===== src/rtl/decode_stage_riscv_if.sv =====
// Fetch-to-decode beat channel: {pc, instr} with a valid/ready handshake.
// The fetch unit drives through the master modport and the decode stage receives through the slave modport.
interface decode_stage_riscv_if;
    logic        fetch_valid_i;
    logic [31:0] fetch_instr_i;
    logic [31:0] fetch_pc_i;
    logic        fetch_ready_o;

    modport master (
        output fetch_valid_i,
        output fetch_instr_i,
        output fetch_pc_i,
        input  fetch_ready_o
    );

    modport slave (
        input  fetch_valid_i,
        input  fetch_instr_i,
        input  fetch_pc_i,
        output fetch_ready_o
    );
endinterface


===== src/rtl/decode_stage_riscv.sv =====
// Registered RV32I+Zicsr decode stage fed by an IBUF_DEPTH-entry instruction buffer.
// Features:
//   - Fetch beats bypass the buffer when it is empty and the output register can load.
//   - Flush discards every buffered and decoded instruction.
//   - An interrupt replaces the presented bundle in place with an interrupt slot.
// Optional feature macro: DECODE_RV32M_EN. When it is defined, OP with funct7=0000001 decodes as an M-extension op.
module decode_stage_riscv #(
    parameter  int unsigned IBUF_DEPTH = 2,
    localparam int unsigned CNT_W      = $clog2(IBUF_DEPTH + 1)
) (
    input  logic                 clk_i,
    input  logic                 arstn_i,
    decode_stage_riscv_if.slave  fetch_if,
    input  logic                 flush_i,
    input  logic                 int_i,
    output logic                 int_ack_o,
    output logic                 dec_valid_o,
    input  logic                 dec_ready_i,
    output logic [31:0]          dec_pc_o,
    output logic [31:0]          dec_instr_o,
    output logic [1:0]           ex_op_a_sel_o,
    output logic [2:0]           ex_op_b_sel_o,
    output logic [4:0]           alu_op_o,
    output logic                 mem_req_o,
    output logic                 mem_we_o,
    output logic [2:0]           mem_size_o,
    output logic                 gpr_we_o,
    output logic                 wb_src_sel_o,
    output logic                 illegal_instr_o,
    output logic                 branch_o,
    output logic                 jal_o,
    output logic [1:0]           jalr_o,
    output logic                 csr_o,
    output logic [2:0]           csr_op_o,
    output logic                 mret_o,
    output logic [CNT_W-1:0]     ibuf_count_o
);
    localparam int unsigned PTR_W = (IBUF_DEPTH > 1) ? $clog2(IBUF_DEPTH) : 1;

    localparam logic [6:0] OPC_LOAD     = 7'b0000011;
    localparam logic [6:0] OPC_MISC_MEM = 7'b0001111;
    localparam logic [6:0] OPC_OP_IMM   = 7'b0010011;
    localparam logic [6:0] OPC_AUIPC    = 7'b0010111;
    localparam logic [6:0] OPC_STORE    = 7'b0100011;
    localparam logic [6:0] OPC_OP       = 7'b0110011;
    localparam logic [6:0] OPC_LUI      = 7'b0110111;
    localparam logic [6:0] OPC_BRANCH   = 7'b1100011;
    localparam logic [6:0] OPC_JALR     = 7'b1100111;
    localparam logic [6:0] OPC_JAL      = 7'b1101111;
    localparam logic [6:0] OPC_SYSTEM   = 7'b1110011;

    localparam logic [1:0] A_CURR_PC = 2'd1;
    localparam logic [1:0] A_ZERO    = 2'd2;
    localparam logic [2:0] B_IMM_I   = 3'd1;
    localparam logic [2:0] B_IMM_U   = 3'd2;
    localparam logic [2:0] B_IMM_S   = 3'd3;
    localparam logic [2:0] B_INCR    = 3'd4;
    localparam logic [6:0] F7_ALT    = 7'b0100000;
    localparam logic [6:0] F7_MULDIV = 7'b0000001;

    typedef struct packed {
        logic [1:0] a_sel;
        logic [2:0] b_sel;
        logic [4:0] alu_op;
        logic       mem_req;
        logic       mem_we;
        logic [2:0] mem_size;
        logic       gpr_we;
        logic       wb_src;
        logic       illegal;
        logic       branch;
        logic       jal;
        logic [1:0] jalr;
        logic       csr;
        logic [2:0] csr_op;
        logic       mret;
    } ctrl_t;

    function automatic ctrl_t decode(input logic [31:0] w);
        ctrl_t      c;
        logic [2:0] f3;
        logic [6:0] f7;
        f3 = w[14:12];
        f7 = w[31:25];
        c  = '0;
        case (w[6:0])
            OPC_LOAD: begin
                c.b_sel   = B_IMM_I;
                c.mem_req = 1'b1;
                c.gpr_we  = 1'b1;
                c.wb_src  = 1'b1;
                case (f3)
                    3'b000, 3'b001, 3'b010, 3'b100, 3'b101: c.mem_size = f3;
                    default:                                c.illegal  = 1'b1;
                endcase
            end
            OPC_STORE: begin
                c.b_sel   = B_IMM_S;
                c.mem_req = 1'b1;
                c.mem_we  = 1'b1;
                case (f3)
                    3'b000, 3'b001, 3'b010: c.mem_size = f3;
                    default:                c.illegal  = 1'b1;
                endcase
            end
            OPC_OP_IMM: begin
                c.b_sel  = B_IMM_I;
                c.gpr_we = 1'b1;
                c.alu_op = {2'b00, f3};
                if (f3 == 3'b001 && f7 != 7'd0) begin
                    c.illegal = 1'b1;
                end else if (f3 == 3'b101) begin
                    if (f7 == F7_ALT)     c.alu_op  = {2'b01, f3};
                    else if (f7 != 7'd0)  c.illegal = 1'b1;
                end
            end
            OPC_OP: begin
                c.gpr_we = 1'b1;
                case (f7)
                    7'd0:   c.alu_op = {2'b00, f3};
                    F7_ALT: begin
                        if (f3 == 3'b000 || f3 == 3'b101) c.alu_op  = {2'b01, f3};
                        else                              c.illegal = 1'b1;
                    end
`ifdef DECODE_RV32M_EN
                    F7_MULDIV: c.alu_op = {2'b10, f3};
`else
                    F7_MULDIV: c.illegal = 1'b1;
`endif
                    default: c.illegal = 1'b1;
                endcase
            end
            OPC_BRANCH: begin
                c.branch = 1'b1;
                c.alu_op = {2'b11, f3};
                if (f3[2:1] == 2'b01) c.illegal = 1'b1;
            end
            OPC_JAL: begin
                c.a_sel  = A_CURR_PC;
                c.b_sel  = B_INCR;
                c.gpr_we = 1'b1;
                c.jal    = 1'b1;
            end
            OPC_JALR: begin
                c.a_sel  = A_CURR_PC;
                c.b_sel  = B_INCR;
                c.gpr_we = 1'b1;
                c.jalr   = 2'd1;
                if (f3 != 3'b000) c.illegal = 1'b1;
            end
            OPC_SYSTEM: begin
                case (f3)
                    3'b000:  begin c.mret = 1'b1; c.jalr = 2'd2; end
                    3'b001:  begin c.csr = 1'b1; c.csr_op = 3'd1; c.gpr_we = 1'b1; end
                    3'b010:  begin c.csr = 1'b1; c.csr_op = 3'd3; c.gpr_we = 1'b1; end
                    3'b011:  begin c.csr = 1'b1; c.csr_op = 3'd2; c.gpr_we = 1'b1; end
                    default: c.illegal = 1'b1;
                endcase
            end
            OPC_LUI: begin
                c.a_sel  = A_ZERO;
                c.b_sel  = B_IMM_U;
                c.gpr_we = 1'b1;
            end
            OPC_AUIPC: begin
                c.a_sel  = A_CURR_PC;
                c.b_sel  = B_IMM_U;
                c.gpr_we = 1'b1;
            end
            OPC_MISC_MEM: ;
            default: c.illegal = 1'b1;
        endcase
        if (c.illegal) begin
            c.mem_req = 1'b0;
            c.gpr_we  = 1'b0;
        end
        return c;
    endfunction

    // Converts a bundle into an interrupt slot that jumps to MTVEC.
    function automatic ctrl_t int_slot(input ctrl_t c);
        ctrl_t r;
        r           = c;
        r.jalr      = 2'd3;
        r.csr_op[2] = 1'b1;
        r.mem_req   = 1'b0;
        r.gpr_we    = 1'b0;
        r.illegal   = 1'b0;
        return r;
    endfunction

    logic [31:0]      pc_mem    [IBUF_DEPTH];
    logic [31:0]      instr_mem [IBUF_DEPTH];
    logic [PTR_W-1:0] rd_ptr_q, wr_ptr_q;
    logic [CNT_W-1:0] count_q;
    logic             dec_valid_q, int_slot_q, int_blk_q;
    logic [31:0]      pc_q, instr_q;
    ctrl_t            ctrl_q;

    logic             fetch_ready, push_acc, loadable, src_avail, load, pop, push_fifo, inject, int_ack;
    logic [31:0]      src_pc, src_instr;
    ctrl_t            src_ctrl;

    // Handshake, load-source selection and interrupt qualification.
    always_comb begin
        fetch_ready = !flush_i && (count_q < CNT_W'(IBUF_DEPTH));
        push_acc    = fetch_if.fetch_valid_i && fetch_ready;
        loadable    = !dec_valid_q || dec_ready_i;
        src_avail   = (count_q != '0) || push_acc;
        src_pc      = (count_q != '0) ? pc_mem[rd_ptr_q]    : fetch_if.fetch_pc_i;
        src_instr   = (count_q != '0) ? instr_mem[rd_ptr_q] : fetch_if.fetch_instr_i;
        src_ctrl    = decode(src_instr);
        load        = loadable && src_avail;
        pop         = load && (count_q != '0);
        push_fifo   = push_acc && !(load && (count_q == '0));
        // A bundle being accepted this cycle has already gone to EX, so the slot lands on its successor.
        inject      = int_i && !int_blk_q && !int_slot_q && dec_valid_q && !flush_i
                      && (!dec_ready_i || src_avail);
        int_ack     = int_slot_q && dec_ready_i && !flush_i;
    end

    // Buffer storage; contents are qualified by the occupancy counter.
    always_ff @(posedge clk_i) begin
        if (push_fifo && !flush_i && !inject) begin
            pc_mem[wr_ptr_q]    <= fetch_if.fetch_pc_i;
            instr_mem[wr_ptr_q] <= fetch_if.fetch_instr_i;
        end
    end

    // Buffer pointers and occupancy; flush and interrupt injection empty the buffer.
    always_ff @(posedge clk_i or negedge arstn_i) begin
        if (!arstn_i) begin
            rd_ptr_q <= '0;
            wr_ptr_q <= '0;
            count_q  <= '0;
        end else if (flush_i || inject) begin
            rd_ptr_q <= '0;
            wr_ptr_q <= '0;
            count_q  <= '0;
        end else begin
            if (push_fifo) wr_ptr_q <= (wr_ptr_q == PTR_W'(IBUF_DEPTH - 1)) ? '0 : wr_ptr_q + 1'b1;
            if (pop)       rd_ptr_q <= (rd_ptr_q == PTR_W'(IBUF_DEPTH - 1)) ? '0 : rd_ptr_q + 1'b1;
            count_q <= count_q + CNT_W'(push_fifo) - CNT_W'(pop);
        end
    end

    // Output bundle register with flush > interrupt > load priority.
    always_ff @(posedge clk_i or negedge arstn_i) begin
        if (!arstn_i) begin
            dec_valid_q <= 1'b0;
            int_slot_q  <= 1'b0;
            int_blk_q   <= 1'b0;
            pc_q        <= '0;
            instr_q     <= '0;
            ctrl_q      <= '0;
        end else begin
            if (int_ack)     int_blk_q <= 1'b1;
            else if (!int_i) int_blk_q <= 1'b0;

            if (flush_i) begin
                dec_valid_q <= 1'b0;
                int_slot_q  <= 1'b0;
            end else if (inject) begin
                dec_valid_q <= 1'b1;
                int_slot_q  <= 1'b1;
                if (dec_ready_i) begin
                    pc_q    <= src_pc;
                    instr_q <= src_instr;
                    ctrl_q  <= int_slot(src_ctrl);
                end else begin
                    ctrl_q  <= int_slot(ctrl_q);
                end
            end else if (load) begin
                dec_valid_q <= 1'b1;
                int_slot_q  <= 1'b0;
                pc_q        <= src_pc;
                instr_q     <= src_instr;
                ctrl_q      <= src_ctrl;
            end else if (dec_ready_i) begin
                dec_valid_q <= 1'b0;
                int_slot_q  <= 1'b0;
            end
        end
    end

    assign fetch_if.fetch_ready_o = fetch_ready;
    assign int_ack_o       = int_ack;
    assign dec_valid_o     = dec_valid_q;
    assign dec_pc_o        = pc_q;
    assign dec_instr_o     = instr_q;
    assign ex_op_a_sel_o   = ctrl_q.a_sel;
    assign ex_op_b_sel_o   = ctrl_q.b_sel;
    assign alu_op_o        = ctrl_q.alu_op;
    assign mem_req_o       = ctrl_q.mem_req;
    assign mem_we_o        = ctrl_q.mem_we;
    assign mem_size_o      = ctrl_q.mem_size;
    assign gpr_we_o        = ctrl_q.gpr_we;
    assign wb_src_sel_o    = ctrl_q.wb_src;
    assign illegal_instr_o = ctrl_q.illegal;
    assign branch_o        = ctrl_q.branch;
    assign jal_o           = ctrl_q.jal;
    assign jalr_o          = ctrl_q.jalr;
    assign csr_o           = ctrl_q.csr;
    assign csr_op_o        = ctrl_q.csr_op;
    assign mret_o          = ctrl_q.mret;
    assign ibuf_count_o    = count_q;
endmodule


===== src/flat_wrapper.sv =====
// flat-port wrapper written by rule: the top's interface ports become plain ports
module decode_stage_riscv_flat 
#(
    parameter  int unsigned IBUF_DEPTH = 2,
    localparam int unsigned CNT_W      = $clog2(IBUF_DEPTH + 1)
)
  (clk_i, arstn_i, flush_i, int_i, int_ack_o, dec_valid_o, dec_ready_i, dec_pc_o, dec_instr_o, ex_op_a_sel_o, ex_op_b_sel_o, alu_op_o, mem_req_o, mem_we_o, mem_size_o, gpr_we_o, wb_src_sel_o, illegal_instr_o, branch_o, jal_o, jalr_o, csr_o, csr_op_o, mret_o, ibuf_count_o, fetch_if_fetch_valid_i, fetch_if_fetch_instr_i, fetch_if_fetch_pc_i, fetch_if_fetch_ready_o);
  decode_stage_riscv_if fetch_if_i ();
  input  logic clk_i;
  input  logic arstn_i;
  input  logic flush_i;
  input  logic int_i;
  output logic int_ack_o;
  output logic dec_valid_o;
  input  logic dec_ready_i;
  output logic [31:0] dec_pc_o;
  output logic [31:0] dec_instr_o;
  output logic [1:0] ex_op_a_sel_o;
  output logic [2:0] ex_op_b_sel_o;
  output logic [4:0] alu_op_o;
  output logic mem_req_o;
  output logic mem_we_o;
  output logic [2:0] mem_size_o;
  output logic gpr_we_o;
  output logic wb_src_sel_o;
  output logic illegal_instr_o;
  output logic branch_o;
  output logic jal_o;
  output logic [1:0] jalr_o;
  output logic csr_o;
  output logic [2:0] csr_op_o;
  output logic mret_o;
  output logic [CNT_W-1:0] ibuf_count_o;
  input wire logic [$bits(fetch_if_i.fetch_valid_i)-1:0] fetch_if_fetch_valid_i;
  input wire logic [$bits(fetch_if_i.fetch_instr_i)-1:0] fetch_if_fetch_instr_i;
  input wire logic [$bits(fetch_if_i.fetch_pc_i)-1:0] fetch_if_fetch_pc_i;
  output wire logic [$bits(fetch_if_i.fetch_ready_o)-1:0] fetch_if_fetch_ready_o;
  assign fetch_if_i.fetch_valid_i = fetch_if_fetch_valid_i;
  assign fetch_if_i.fetch_instr_i = fetch_if_fetch_instr_i;
  assign fetch_if_i.fetch_pc_i = fetch_if_fetch_pc_i;
  assign fetch_if_fetch_ready_o = fetch_if_i.fetch_ready_o;
  decode_stage_riscv #(.IBUF_DEPTH(IBUF_DEPTH)) u_core (.clk_i(clk_i), .arstn_i(arstn_i), .fetch_if(fetch_if_i), .flush_i(flush_i), .int_i(int_i), .int_ack_o(int_ack_o), .dec_valid_o(dec_valid_o), .dec_ready_i(dec_ready_i), .dec_pc_o(dec_pc_o), .dec_instr_o(dec_instr_o), .ex_op_a_sel_o(ex_op_a_sel_o), .ex_op_b_sel_o(ex_op_b_sel_o), .alu_op_o(alu_op_o), .mem_req_o(mem_req_o), .mem_we_o(mem_we_o), .mem_size_o(mem_size_o), .gpr_we_o(gpr_we_o), .wb_src_sel_o(wb_src_sel_o), .illegal_instr_o(illegal_instr_o), .branch_o(branch_o), .jal_o(jal_o), .jalr_o(jalr_o), .csr_o(csr_o), .csr_op_o(csr_op_o), .mret_o(mret_o), .ibuf_count_o(ibuf_count_o));
endmodule

===== config.mk =====
export PLATFORM = sky130hd
export DESIGN_NAME = decode_stage_riscv_flat
export DESIGN_NICKNAME = d
export VERILOG_FILES = /design/src/rtl/decode_stage_riscv_if.sv /design/src/rtl/decode_stage_riscv.sv /design/src/flat_wrapper.sv
export SDC_FILE = /design/constraint.sdc
export NUM_CORES = 1
export LEC_CHECK = 0
export ABC_CLOCK_PERIOD_IN_PS = 16900
export BUFFER_PORTS_ARGS = -buffer_cell sky130_fd_sc_hd__buf_2
export CELL_PAD_IN_SITES_DETAIL_PLACEMENT = 1
export CELL_PAD_IN_SITES_GLOBAL_PLACEMENT = 2
export CORE_AREA = 5 5 203 126
export DETAILED_ROUTE_END_ITERATION = 12
export DIE_AREA = 0 0 208 131
export PLACE_DENSITY = 0.9
export SYNTH_ARGS = -nofsm -noshare
export SYNTH_HDL_FRONTEND = slang
export SYNTH_SLANG_ARGS = --single-unit
export TNS_END_PERCENT = 5

===== constraint.sdc =====
create_clock -name clk_i -period 16.9 [get_ports clk_i]
set_input_delay 3.38 -clock clk_i [delete_from_list [all_inputs] [get_ports clk_i]]
set_output_delay 3.38 -clock clk_i [all_outputs]
set_load 0.05 [all_outputs]

==> metrics.csv <==
metric,value,unit
htree_levels,1,
hold_class,flip-flop to flip-flop,
clock-sinks,225,
syn_area_per_cell,12.3,µm²
place_congestion,0.839,
root_buffer,clkbuf_16,
ir_worst_vdd,0.125,mV
crit_buf_inv,2,
cp_max_fo,8,
drt_wl_total,24600,µm
crit_path_top_delay_cell,buf_2,
reg2reg_from,u_core.ibuf_count_o[1],
power_density,200,nW/µm²
ys_warn_count,0,
port_buffers,165,
num_antenna_cells,0,
dr_wl_met3,1820,µm
slowest_delay,0.27,ns
min_path_cells,1,
cts_setup_buffers,0,
synth_cell_types,49,
grt_pass1_vias,6828,
crit_top_cell,buf_2,
die_w,208,µm
initial_utilization,39.2,%
synth_area,9270,µm²
syn2layout_area_growth,20.9,%
cts_hold_buffers,0,
cp-start-kind,primary input,
vias,6444,
cp-end-kind,output pin,
drive_gt1_share,24.9,%
routed-wl-met2,10600,µm
wl_per_cell,19.8,µm
place_area,10400,µm²
crit_type,primary input to output pin,
finalCriticalPeriod,7.56,ns
antenna_found_initial,2,
r2r_cells,7,
route.layer.met1.wl,11800,µm
min_to,u_core.dec_instr_o[13],
crit_chain,"buf_2, nor2b_1, and2_1, buf_2",
core_area,23700,µm²
clock_skew,0.0130,ns
cp_top_family,buffers and inverters,
netlist_instances,751,
maxCapViolations,0,
ys_ff_latch,225,
rows,44,
synth-main-ff-cell,edfxtp_1,
slew_headroom,18.3,%
hp-start,u_core.dec_instr_o[13],
hold_viol,0,
final_nets,976,
drc,0,
numCtsBuffers,22,
final_util,47.4,%
drt_first_iter_violations,319,
timing.rr.end,u_core.gpr_we_o,
post-route-period-util,44.7,%
io_pins,166,
postSynthNetCount,823,
hpwl,16900,µm
grt-ovfl-total,0,
rsz0062_at_grt,no,
synth_edf_count,128,
fin_tns_setup,0,ns
final_area,11200,µm²
cts_buffer_depth,3,
highest_layer,met5,
p_leak,4.58,nW
async_flop_share,43.1,%
track_usage,17.9,%
grt_start_max_net_pins,89,
grt_pass1_wl,38800,µm
viasPerCell,5.19,
synth-seq-area-share,67.6,%
drtAntennaViolNets,0,
rrSetupSlack,12.45,ns
die_y,131,µm
cts_tree,done,
fmax,132,MHz
worst_pin_slew,1.23,ns
crit_arrival,4.18,ns
required,13.52,ns
clk_pin_slew,0.06,ns
run_status,"complete, no violations",
clk_latency,0.50,ns
maxSlewViolCount,0,
drtPass1Iterations,4,
cts-resized-gates,0,
setup_viol,0,
holdWs,0.472,ns
dieArea,27200,µm²
## cells in the mapped netlist, types with 4 or more instances
cell      instances  share of area, %
edfxtp_1        128                41
dfrtp_1          97                26
nand2_1          97               3.9
o21ai_0          77               4.2
nor2_1           70               2.8
mux2i_1          63               6.8
a21oi_1          61               3.3
clkbuf_1         24              0.97
buf_1            13              0.53
nor3_1           13              0.70
a21o_1           11              0.89
mux2_2            9               1.1
inv_1             8              0.32
nand3_1           7              0.38
o31ai_1           7              0.57
a32o_1            4              0.43
buf_2             4              0.22
o21a_1            4              0.32
xnor2_1           4              0.38
## placed cells by master (no fill, tap or decap), types with 5 or more instances in the layout
cell type,instances
a21o_1,11
a21oi_1,61
buf_2,164
buf_4,11
bufinv_16,5
clkbuf_16,23
dfrtp_1,96
edfxtp_1,128
inv_1,8
mux2_2,9
mux2i_1,63
nand2_1,97
nand3_1,7
nor2_1,69
nor3_1,11
o21ai_0,77
o31ai_1,7
## state kept, by name, summed over array words and instances (netlist names), 2 cells and up
signal                count
u_core.alu_op_o           5
u_core.csr_op_o           3
u_core.dec_instr_o       32
u_core.dec_pc_o          32
u_core.ex_op_a_sel_o      2
u_core.ex_op_b_sel_o      3
u_core.ibuf_count_o       2
u_core.instr_mem         64
u_core.jalr_o             2
u_core.mem_size_o         3
u_core.pc_mem            64
## how the worst max path moves through the flow
stage,startpoint,endpoint,cells after the start
floorplan,flush_i,u_core.instr_mem[0][0],3
CTS,flush_i,int_ack_o,4
global placement,flush_i,int_ack_o,4
global route,flush_i,int_ack_o,4
finish,flush_i,int_ack_o,4
detailed placement,flush_i,int_ack_o,4
## logic make-up after synthesis
family	share of synthesized area, %
flops	67.6
simple gates	9.55
compound gates	11.5
mux	8.04
buf+inv	2.56
xor+xnor	0.472
fa+ha+maj	0.270
## metal layers
layer | global-route usage [%] | vias up
li1 | - | 3017
met1 | 26.2 | 3227
met2 | 27.5 | 170
met3 | 5.08 | 26
met4 | 2.66 | 4
met5 | 0 | -
## final cells by class
class                   count  area, µm²
clock buffers              29        628
multi-input cells         472       2790
inverters                   8       30.0
well taps                 322        403
repair buffers            175        903
flip-flops and latches    225       6270
clock inverters            11        185
fillers                  2566      12500
## worst reg2reg max path, cell delays in order (launching register included)
cell	delay, ns
dfrtp_1	0.67
or2_1	1.00
mux2i_1	0.47
nor4b_2	0.98
a2111oi_0	0.18
a221o_1	0.33
nor4_2	0.52
a32o_1	0.24
## power by group
| part | leakage, nW | switching, mW | internal (mW) | total [mW] |
|---|---|---|---|---|
| registers | 2.40 | 0.0656 | 0.682 | 0.747 |
| clock network | 0.387 | 0.207 | 0.338 | 0.545 |
| logic | 1.80 | 0.711 | 0.240 | 0.951 |
| total | 4.58 | 0.983 | 1.26 | 2.24 |
## through the flow
stage	power (mW)	cells	setup WS (ns)
detailed placement	1.71	1202	9.34
CTS	2.27	1242	9.33
global route	2.38	1242	9.29
finish	2.24	1242	9.34
global placement	1.69	1202	9.37
floorplan	1.46	751	7.49
Note: power is estimated with default switching activity, not from simulation.
